**src/rtl/seg_scan_display.sv**
```systemverilog
// Four-digit multiplexed seven-segment scanner: captures hex data on load,
// swaps it in only at frame boundaries, and blanks anodes for one cycle per digit change.
module seg_scan_display #(
    parameter int SCAN_DIV       = 50000,
    parameter bit SEG_ACTIVE_LOW = 1'b1,
    parameter bit AN_ACTIVE_LOW  = 1'b1
) (
    input  logic        clk,
    input  logic        rst_n,
    input  logic [15:0] value,
    input  logic [3:0]  dp_in,
    input  logic        load,
    input  logic        blank_lz,
    output logic [6:0]  seg,
    output logic        dp,
    output logic [3:0]  an,
    output logic        frame
);

    localparam int             CW       = $clog2(SCAN_DIV);
    localparam logic [CW-1:0]  DIV_LAST = CW'(SCAN_DIV - 1);
    localparam logic [6:0]     SEG_DARK = SEG_ACTIVE_LOW ? 7'h7F : 7'h00;
    localparam logic           DP_DARK  = SEG_ACTIVE_LOW;
    localparam logic [3:0]     AN_OFF   = AN_ACTIVE_LOW ? 4'hF : 4'h0;

    logic [CW-1:0] cnt_div;
    logic [1:0]    idx;
    logic          tick_d;
    logic [15:0]   pend_val;
    logic [3:0]    pend_dp;
    logic          pend_lz;
    logic [15:0]   act_val;
    logic [3:0]    act_dp;
    logic          act_lz;

    logic          tick;
    logic          boundary;
    logic [1:0]    idx_next;
    logic [15:0]   nxt_val;
    logic [3:0]    nxt_dp;
    logic          nxt_lz;
    logic [3:0]    nibble;
    logic          blank;
    logic [6:0]    seg_lit;
    logic [6:0]    seg_drive;
    logic          dp_drive;
    logic [3:0]    an_onehot;
    logic [3:0]    an_drive;

    // Segment pattern for one hex nibble, active-high, bit 0 = a ... bit 6 = g.
    function automatic logic [6:0] hex7(input logic [3:0] n);
        case (n)
            4'h0:    hex7 = 7'b0111111;
            4'h1:    hex7 = 7'b0000110;
            4'h2:    hex7 = 7'b1011011;
            4'h3:    hex7 = 7'b1001111;
            4'h4:    hex7 = 7'b1100110;
            4'h5:    hex7 = 7'b1101101;
            4'h6:    hex7 = 7'b1111101;
            4'h7:    hex7 = 7'b0000111;
            4'h8:    hex7 = 7'b1111111;
            4'h9:    hex7 = 7'b1101111;
            4'hA:    hex7 = 7'b1110111;
            4'hB:    hex7 = 7'b1111100;
            4'hC:    hex7 = 7'b0111001;
            4'hD:    hex7 = 7'b1011110;
            4'hE:    hex7 = 7'b1111001;
            default: hex7 = 7'b1110001;
        endcase
    endfunction

    // The decode for the incoming digit must see the data the active register
    // is about to take, so a boundary-coincident load shows up in digit 0.
    always_comb begin
        tick      = (cnt_div == DIV_LAST);
        boundary  = tick && (idx == 2'd3);
        idx_next  = idx + 2'd1;
        nxt_val   = act_val;
        nxt_dp    = act_dp;
        nxt_lz    = act_lz;
        if (boundary) begin
            nxt_val = load ? value    : pend_val;
            nxt_dp  = load ? dp_in    : pend_dp;
            nxt_lz  = load ? blank_lz : pend_lz;
        end
        nibble = nxt_val[{idx_next, 2'b00} +: 4];
        case (idx_next)
            2'd3:    blank = nxt_lz && (nxt_val[15:12] == 4'h0);
            2'd2:    blank = nxt_lz && (nxt_val[15:8]  == 8'h00);
            2'd1:    blank = nxt_lz && (nxt_val[15:4]  == 12'h000);
            default: blank = 1'b0;
        endcase
        seg_lit   = blank ? 7'h00 : hex7(nibble);
        seg_drive = SEG_ACTIVE_LOW ? ~seg_lit : seg_lit;
        dp_drive  = SEG_ACTIVE_LOW ? ~nxt_dp[idx_next] : nxt_dp[idx_next];
        an_onehot = 4'b0001 << idx;
        an_drive  = AN_ACTIVE_LOW ? ~an_onehot : an_onehot;
    end

    // Anodes go dark on the tick edge while segments change, and the new digit
    // is enabled one edge later; tick_d marks that second edge.
    always_ff @(posedge clk) begin
        if (!rst_n) begin
            cnt_div  <= '0;
            idx      <= 2'd3;
            tick_d   <= 1'b0;
            pend_val <= 16'h0000;
            pend_dp  <= 4'h0;
            pend_lz  <= 1'b0;
            act_val  <= 16'h0000;
            act_dp   <= 4'h0;
            act_lz   <= 1'b0;
            seg      <= SEG_DARK;
            dp       <= DP_DARK;
            an       <= AN_OFF;
            frame    <= 1'b0;
        end else begin
            cnt_div <= tick ? '0 : cnt_div + CW'(1);
            tick_d  <= tick;
            frame   <= boundary;
            if (load) begin
                pend_val <= value;
                pend_dp  <= dp_in;
                pend_lz  <= blank_lz;
            end
            if (tick) begin
                idx     <= idx_next;
                act_val <= nxt_val;
                act_dp  <= nxt_dp;
                act_lz  <= nxt_lz;
                seg     <= seg_drive;
                dp      <= dp_drive;
                an      <= AN_OFF;
            end else if (tick_d) begin
                an <= an_drive;
            end
        end
    end

endmodule

```
**config.mk**
```make
export PLATFORM = sky130hd
export DESIGN_NAME = seg_scan_display
export DESIGN_NICKNAME = d
export VERILOG_FILES = /design/src/rtl/seg_scan_display.sv
export SDC_FILE = /design/constraint.sdc
export NUM_CORES = 1
export LEC_CHECK = 0
export CORE_ASPECT_RATIO = 0.8
export CORE_MARGIN = 4
export CORE_UTILIZATION = 40
export CTS_BUF_LIST = sky130_fd_sc_hd__clkbuf_4 sky130_fd_sc_hd__clkbuf_8 sky130_fd_sc_hd__clkbuf_16
export DETAILED_ROUTE_END_ITERATION = 16
export SLEW_MARGIN = 15
export SYNTH_ARGS = -nofsm -noshare
export SYNTH_HDL_FRONTEND = slang
export SYNTH_SLANG_ARGS = --single-unit
```
**constraint.sdc**
```tcl
create_clock -name clk -period 4.8 [get_ports clk]
set_input_delay 1.44 -clock clk [delete_from_list [all_inputs] [get_ports clk]]
set_output_delay 1.44 -clock clk [all_outputs]
set_load 0.02 [all_outputs]
```
# Word level (Yosys, flattened, before mapping)
# Memories as Yosys holds them, arrays and structs flattened.
# Index checks and enable logic that the tools add are counted.
[op_classes]
add_sub_neg = 2
n_reduce_logical = 8
mux = 10
n_bitwise = 4
magnitude_cmp = 1
n_shift = 2
n_eq_ne = 5
[op_table]
columns = ["cell", "count"]
rows = [
  ["$mux 16", 2],
  ["$add 16x1->16 const B", 1],
  ["$eq 16x16->1 const B", 1],
  ["$shiftx 16x5->4", 1],
  ["$logic_not 12->1", 1],
  ["$logic_not 8->1", 1],
  ["$mux 4", 2],
  ["$mux 7", 1],
  ["$not 7->7", 1],
  ["$eq 2x2->1 const B", 3],
  ["$logic_and 1x1->1", 4],
  ["$logic_not 4->1", 1],
  ["$not 4->4", 1],
  ["$shl 1x2->4 const A", 1],
  ["$lt 2x3->1 const B", 1],
  ["$mux 1", 3],
  ["$pmux 1 s3", 1],
  ["$add 2x1->2 const B", 1],
  ["$bmux 1 s2", 1],
  ["$eq 2x1->1 const B", 1],
  ["$not 1->1", 2],
  ["$reduce_or 2->1", 1],
]
[word_totals]
rom_bits = 112
wordCells = 46
out_inout_bits = 13
mem_count = 1
reg_bits = 74
inputBits = 24
[memory_table]
columns = ["memory", "words", "word_bits", "read_ports", "rd_clocked_by_memory_dff", "wr", "line_no", "rtl"]
rows = [
  ["(name not given)", 16, 7, 1, 0, 0, "52", "case (n)"],
]

# Logic depth before layout (Yosys ltp)
[depth]
depth_word = 8
ltp_mapped = 13
depth_no_buf = 11

# Least setup slack after synthesis
# Ideal clock, no wire load.
[synth_path]
path_type = "input to register"
start = "input load"
end = "register seg[0]"
path_buffers = 2
slack_ns = 0.886
arrival_time_ns = 3.844
setup_time_ns = 0.070
cell_stages = 11
path_cell_list = "clkbuf_1 -> buf_1 -> mux2_2 -> mux2i_1 -> mux4_2 -> inv_1 -> ha_1 -> mux2i_1 -> a211oi_1 -> o32ai_1 -> a21oi_1"
[synth_between]
elab_chain_cells = 7
word_cells_on_any_way = 15
classes_between = "shift: 1; mux: 6; bitwise: 1; reduce/logical: 6; memory: 1"
[synth_lines]
columns = ["element", "line_no", "rtl"]
rows = [
  ["start, declared", "12", "input logic load,"],
  ["branches (longest 5 deep; another with $mem_v2 16x7)", "--", ""],
  ["$mux 7 *", "93", "seg_lit = blank ? 7'h00 : hex7(nibble);"],
  ["$not 7->7 *", "94", "seg_drive = SEG_ACTIVE_LOW ? ~seg_lit : seg_lit;"],
  ["end signal, assigned", "131", "seg <= seg_drive;"],
  ["end, declared", "14", "output logic [6:0] seg,"],
]
# Every way passes the cells marked *.
# A chain may end at the register's enable or synchronous reset.

# Final worst setup path
# Ends and elaborated chain as after synthesis.

==> run_results.csv <==
group,metric,value,unit
min_path,holdPathStages,1,
setup_path,cp.arrival,4.23,ns
setup_path,crit_path_max_fanout,13,
synth,synth_top_family_by_area,"simple AND/OR/NAND/NOR gates",
setup_path,crit_path_end_kind,"flip-flop",
floorplan,dieHeight,89.94,um
placed_design,place_area,3802,um2
synth,synth_cells,361,
run_status,status,"complete, no violations",
grt,gr-usage-met3,4.161,%
clocking,numCtsBuffers,9,
grt,busiest_layer,"met2",
timing,min_period,3.946,ns
setup_path,ff2ff_path_depth,10,
timing,finalMaxSlewViolations,0,
setup_path,r2r_start,"cnt_div[10]$_SDFF_PP0_",
finish,areaGrowthSynthToFinish,18.90,%
timing,fmax,253.4,MHz
clocking,clock_latency,0.35,ns
clocking,cts-root-buf,"clkbuf_8",
power_and_ir_drop,p_comb_share,6.0,%
clocking,ctsHoldBuffers,0,
clocking,post-cts-setup-buffer-count,0,
clocking,cts_htree_levels,3,
synth,syn_area_per_cell,9.299,um2
synth,synth.most_common_cell,"nor2_1",
grt,use_met2,21.36,%
setup_path,setup.reg_to_reg.worst_slack,1.21,ns
finish,drive_gt1_share,10.95,%
synth,synth_simple_gate_area_share,19.64,%
clocking,cts_tree,"done",
synth,netlist_area,3357,um2
synth,ys_seq_area_share,44.13,%
finish,fin_area,3991,um2
setup_path,critPathKind,"in2reg",
placed_design,dpl.hpwl,4.884,mm
synth,syn-num-nets,397,
timing,setup_viol,0,
clocking,path_clk_slew,0.08,ns
power_and_ir_drop,p_sw_share,23.59,%
min_path,min_to,"cnt_div[0]$_SDFF_PP0_",
grt,grt_pass1_wl,11.78,mm
timing,max_slew.worst_pin.slew,0.7602,ns
setup_path,critPathLaunchType,"input pin",
grt,antenna_found_initial,0,
timing,finClkSkew,0.01059,ns
synth,ys_warn_count,0,
synth,synth_commonest_cells,"nor2_1 (76), dfxtp_1 (74), mux2i_1 (27)",
synth,yosys.cell_types.count,39,
finish,n_antenna_cell,0,
placed_design,io_buffer_count,36,
grt,grt_pass1_vias,2408,
timing,tns,0,ns
synth,yosys.area.top_type,"dfxtp_1",
clocking,cts_sinks,74,
detailed_routing,drtIter0Drc,110,
run,maxCapViolations,0,
timing,slew_headroom,48.93,%
synth,synth-seq-cells,74,
synth,synth_top_area_share,44.13,%
synth,synth.area.mux_share,17.22,%
detailed_routing,via_per_inst,4.849,
floorplan,die-area,9932,um2
grt,grt.total_usage,14.44,%
power_and_ir_drop,vdd_drop_max,0.1237,mV
floorplan,die_w,110.4,um
synth,synth_compound_area_share,6.709,%
power_and_ir_drop,p_sw,271.6,uW
detailed_routing,drcViolationCount,0,
power_and_ir_drop,p_int,879.8,uW
detailed_routing,via_count,2473,
grt,overflow,0,
finish,final_nets,433,
clocking,clk_path_buf_depth,2,
synth,yosys.area_share.adder,4.473,%
power_and_ir_drop,seqPwrFrac,54.7,%
detailed_routing,dr.pass1.iters,4,
floorplan,initial_core_util,41.67,%
timing,timing.final.crit_share,82.21,%
grt,use_met1,20.03,%
floorplan,core-area,8055,um2
synth,synth_xor_xnor_area_share,3.653,%
setup_path,required,5.08,ns
grt,grt_max_degree,43,
power_and_ir_drop,pwr-share-clk,39.2,%
detailed_routing,antenna_left,0,
floorplan,num_rows,29,
synth,synth_edf_count,0,
min_path,hold_start,"cnt_div[0]$_SDFF_PP0_",
synth,ys.flop_type,"dfxtp_1",
min_path,hold_path.class,"reg2reg",
floorplan,io_pins,37,
timing,rsz0062_at_grt,"false",
detailed_routing,finalWirelength,6.780,mm
power_and_ir_drop,power_leakage,0.001614,uW
synth,synthTopCellsByArea,"dfxtp_1 (44%), nor2_1 (8.5%), mux2i_1 (8.1%)",
clocking,ctsResizeCount,0,
detailed_routing,wire_per_inst,13.29,um
placed_design,place.gp.congestion,0.7917,
power_and_ir_drop,powerDensity,288.5,nW/um2
timing,hold_viol,0,
synth,synthArstFlopShare,0,%
setup_path,timing.rr.end,"seg[0]$_SDFFE_PN1P_",
-- critical path: stages --
cell	delay, ns
clkdlybuf4s50_1	0.63
buf_4	0.27
mux2_2	0.20
mux2i_1	0.08
mux4_2	0.57
inv_1	0.14
ha_1	0.28
mux2i_1	0.11
a211oi_1	0.25
o32ai_1	0.12
a21oi_1	0.14
-- through the flow --
stage | hold WS, ns | utilization, % | power (uW) | instances | setup slack (ns)
3_3_place_gp | 0.4322 | 47.20 | 714.2 | 494 | 0.5789
3_5_place_dp | 0.4396 | 47.20 | 714.7 | 494 | 0.4963
5_1_grt | 0.4583 | 49.55 | 1205 | 510 | 0.6302
2_1_floorplan | 0.4132 | - | 683.3 | 361 | 0.8861
4_1_cts | 0.4522 | 49.55 | 1165 | 510 | 0.8568
6_report | 0.4495 | 49.55 | 1151 | 510 | 0.8538
-- cells in the final DEF (no fill, tap or decap), types with 2 or more instances in the layout --
cell and count:
buf_4 4, clkbuf_8 11, and2_1 13, clkdlybuf4s50_1 36, o211ai_1 2, nand2b_1 3, nor4_1 3, a31oi_1 4
xnor2_1 7, a21oi_1 20, mux2_2 10, and3_1 5, ha_1 12, nand2_1 23, dfxtp_1 74, mux4_2 7
inv_2 3, nand4_1 2, xor2_1 7, clkinvlp_4 2, nor3_1 6, mux2i_1 27, inv_1 13, nand3_1 6
o21ai_0 7, a211oi_1 3, nor2_1 76, nor3b_1 2
-- flip-flops by register name, summed over array words and instances (netlist names) --
register and flops:
act_lz 1, seg 7, tick_d 1, act_val 16, idx 2, cnt_div 16, frame 1, pend_val 16
an 4, pend_lz 1, act_dp 4, pend_dp 4, dp 1
-- per-layer routing --
layer	part of all wire (%)	routed length (um)
met5	0	0
met3	4.4	295
met4	1.6	108
met2	42	2857
met1	52	3518
-- kinds of logic after synthesis --
| family | Yosys count |
|---|---|
| AOI/OAI and AO/OA | 40 |
| xor gates and xnor gates | 14 |
| adders and majority gates | 12 |
| buffers and inverters | 31 |
| DFF | 74 |
| muxes | 46 |
| and+or+nand+nor | 144 |
-- worst max-delay path by stage --
| stage | start | endpoint | slack, ns | cells past startpoint |
|---|---|---|---|---|
| 2_1_floorplan | load | seg[0]$_SDFFE_PN1P_ | 0.89 | 11 |
| 3_3_place_gp | load | seg[0]$_SDFFE_PN1P_ | 0.58 | 11 |
| 3_5_place_dp | load | seg[0]$_SDFFE_PN1P_ | 0.50 | 11 |
| 4_1_cts | load | seg[0]$_SDFFE_PN1P_ | 0.86 | 11 |
| 5_1_grt | load | seg[0]$_SDFFE_PN1P_ | 0.63 | 11 |
| 6_report | load | seg[0]$_SDFFE_PN1P_ | 0.85 | 11 |
-- cell type report --
type,instances,area [um2]
clock inverters,5,37.54
clock buffers,11,151.4
fillers,754,4064
inverters,16,60.06
flip-flops and latches,74,1481
well taps,108,135.1
multi-input cells,256,1735
repair buffers,40,390.4
-- power groups by stage --
stage	clock (uW)	combinational (uW)	sequential, uW
3_3_place_gp	0	69.8	644
3_5_place_dp	0	70.2	644
4_1_cts	464	70.6	630
2_1_floorplan	0	39.9	643
6_report	452	69.5	630
5_1_grt	496	77.8	631
(Power assumes the default switching activity.)
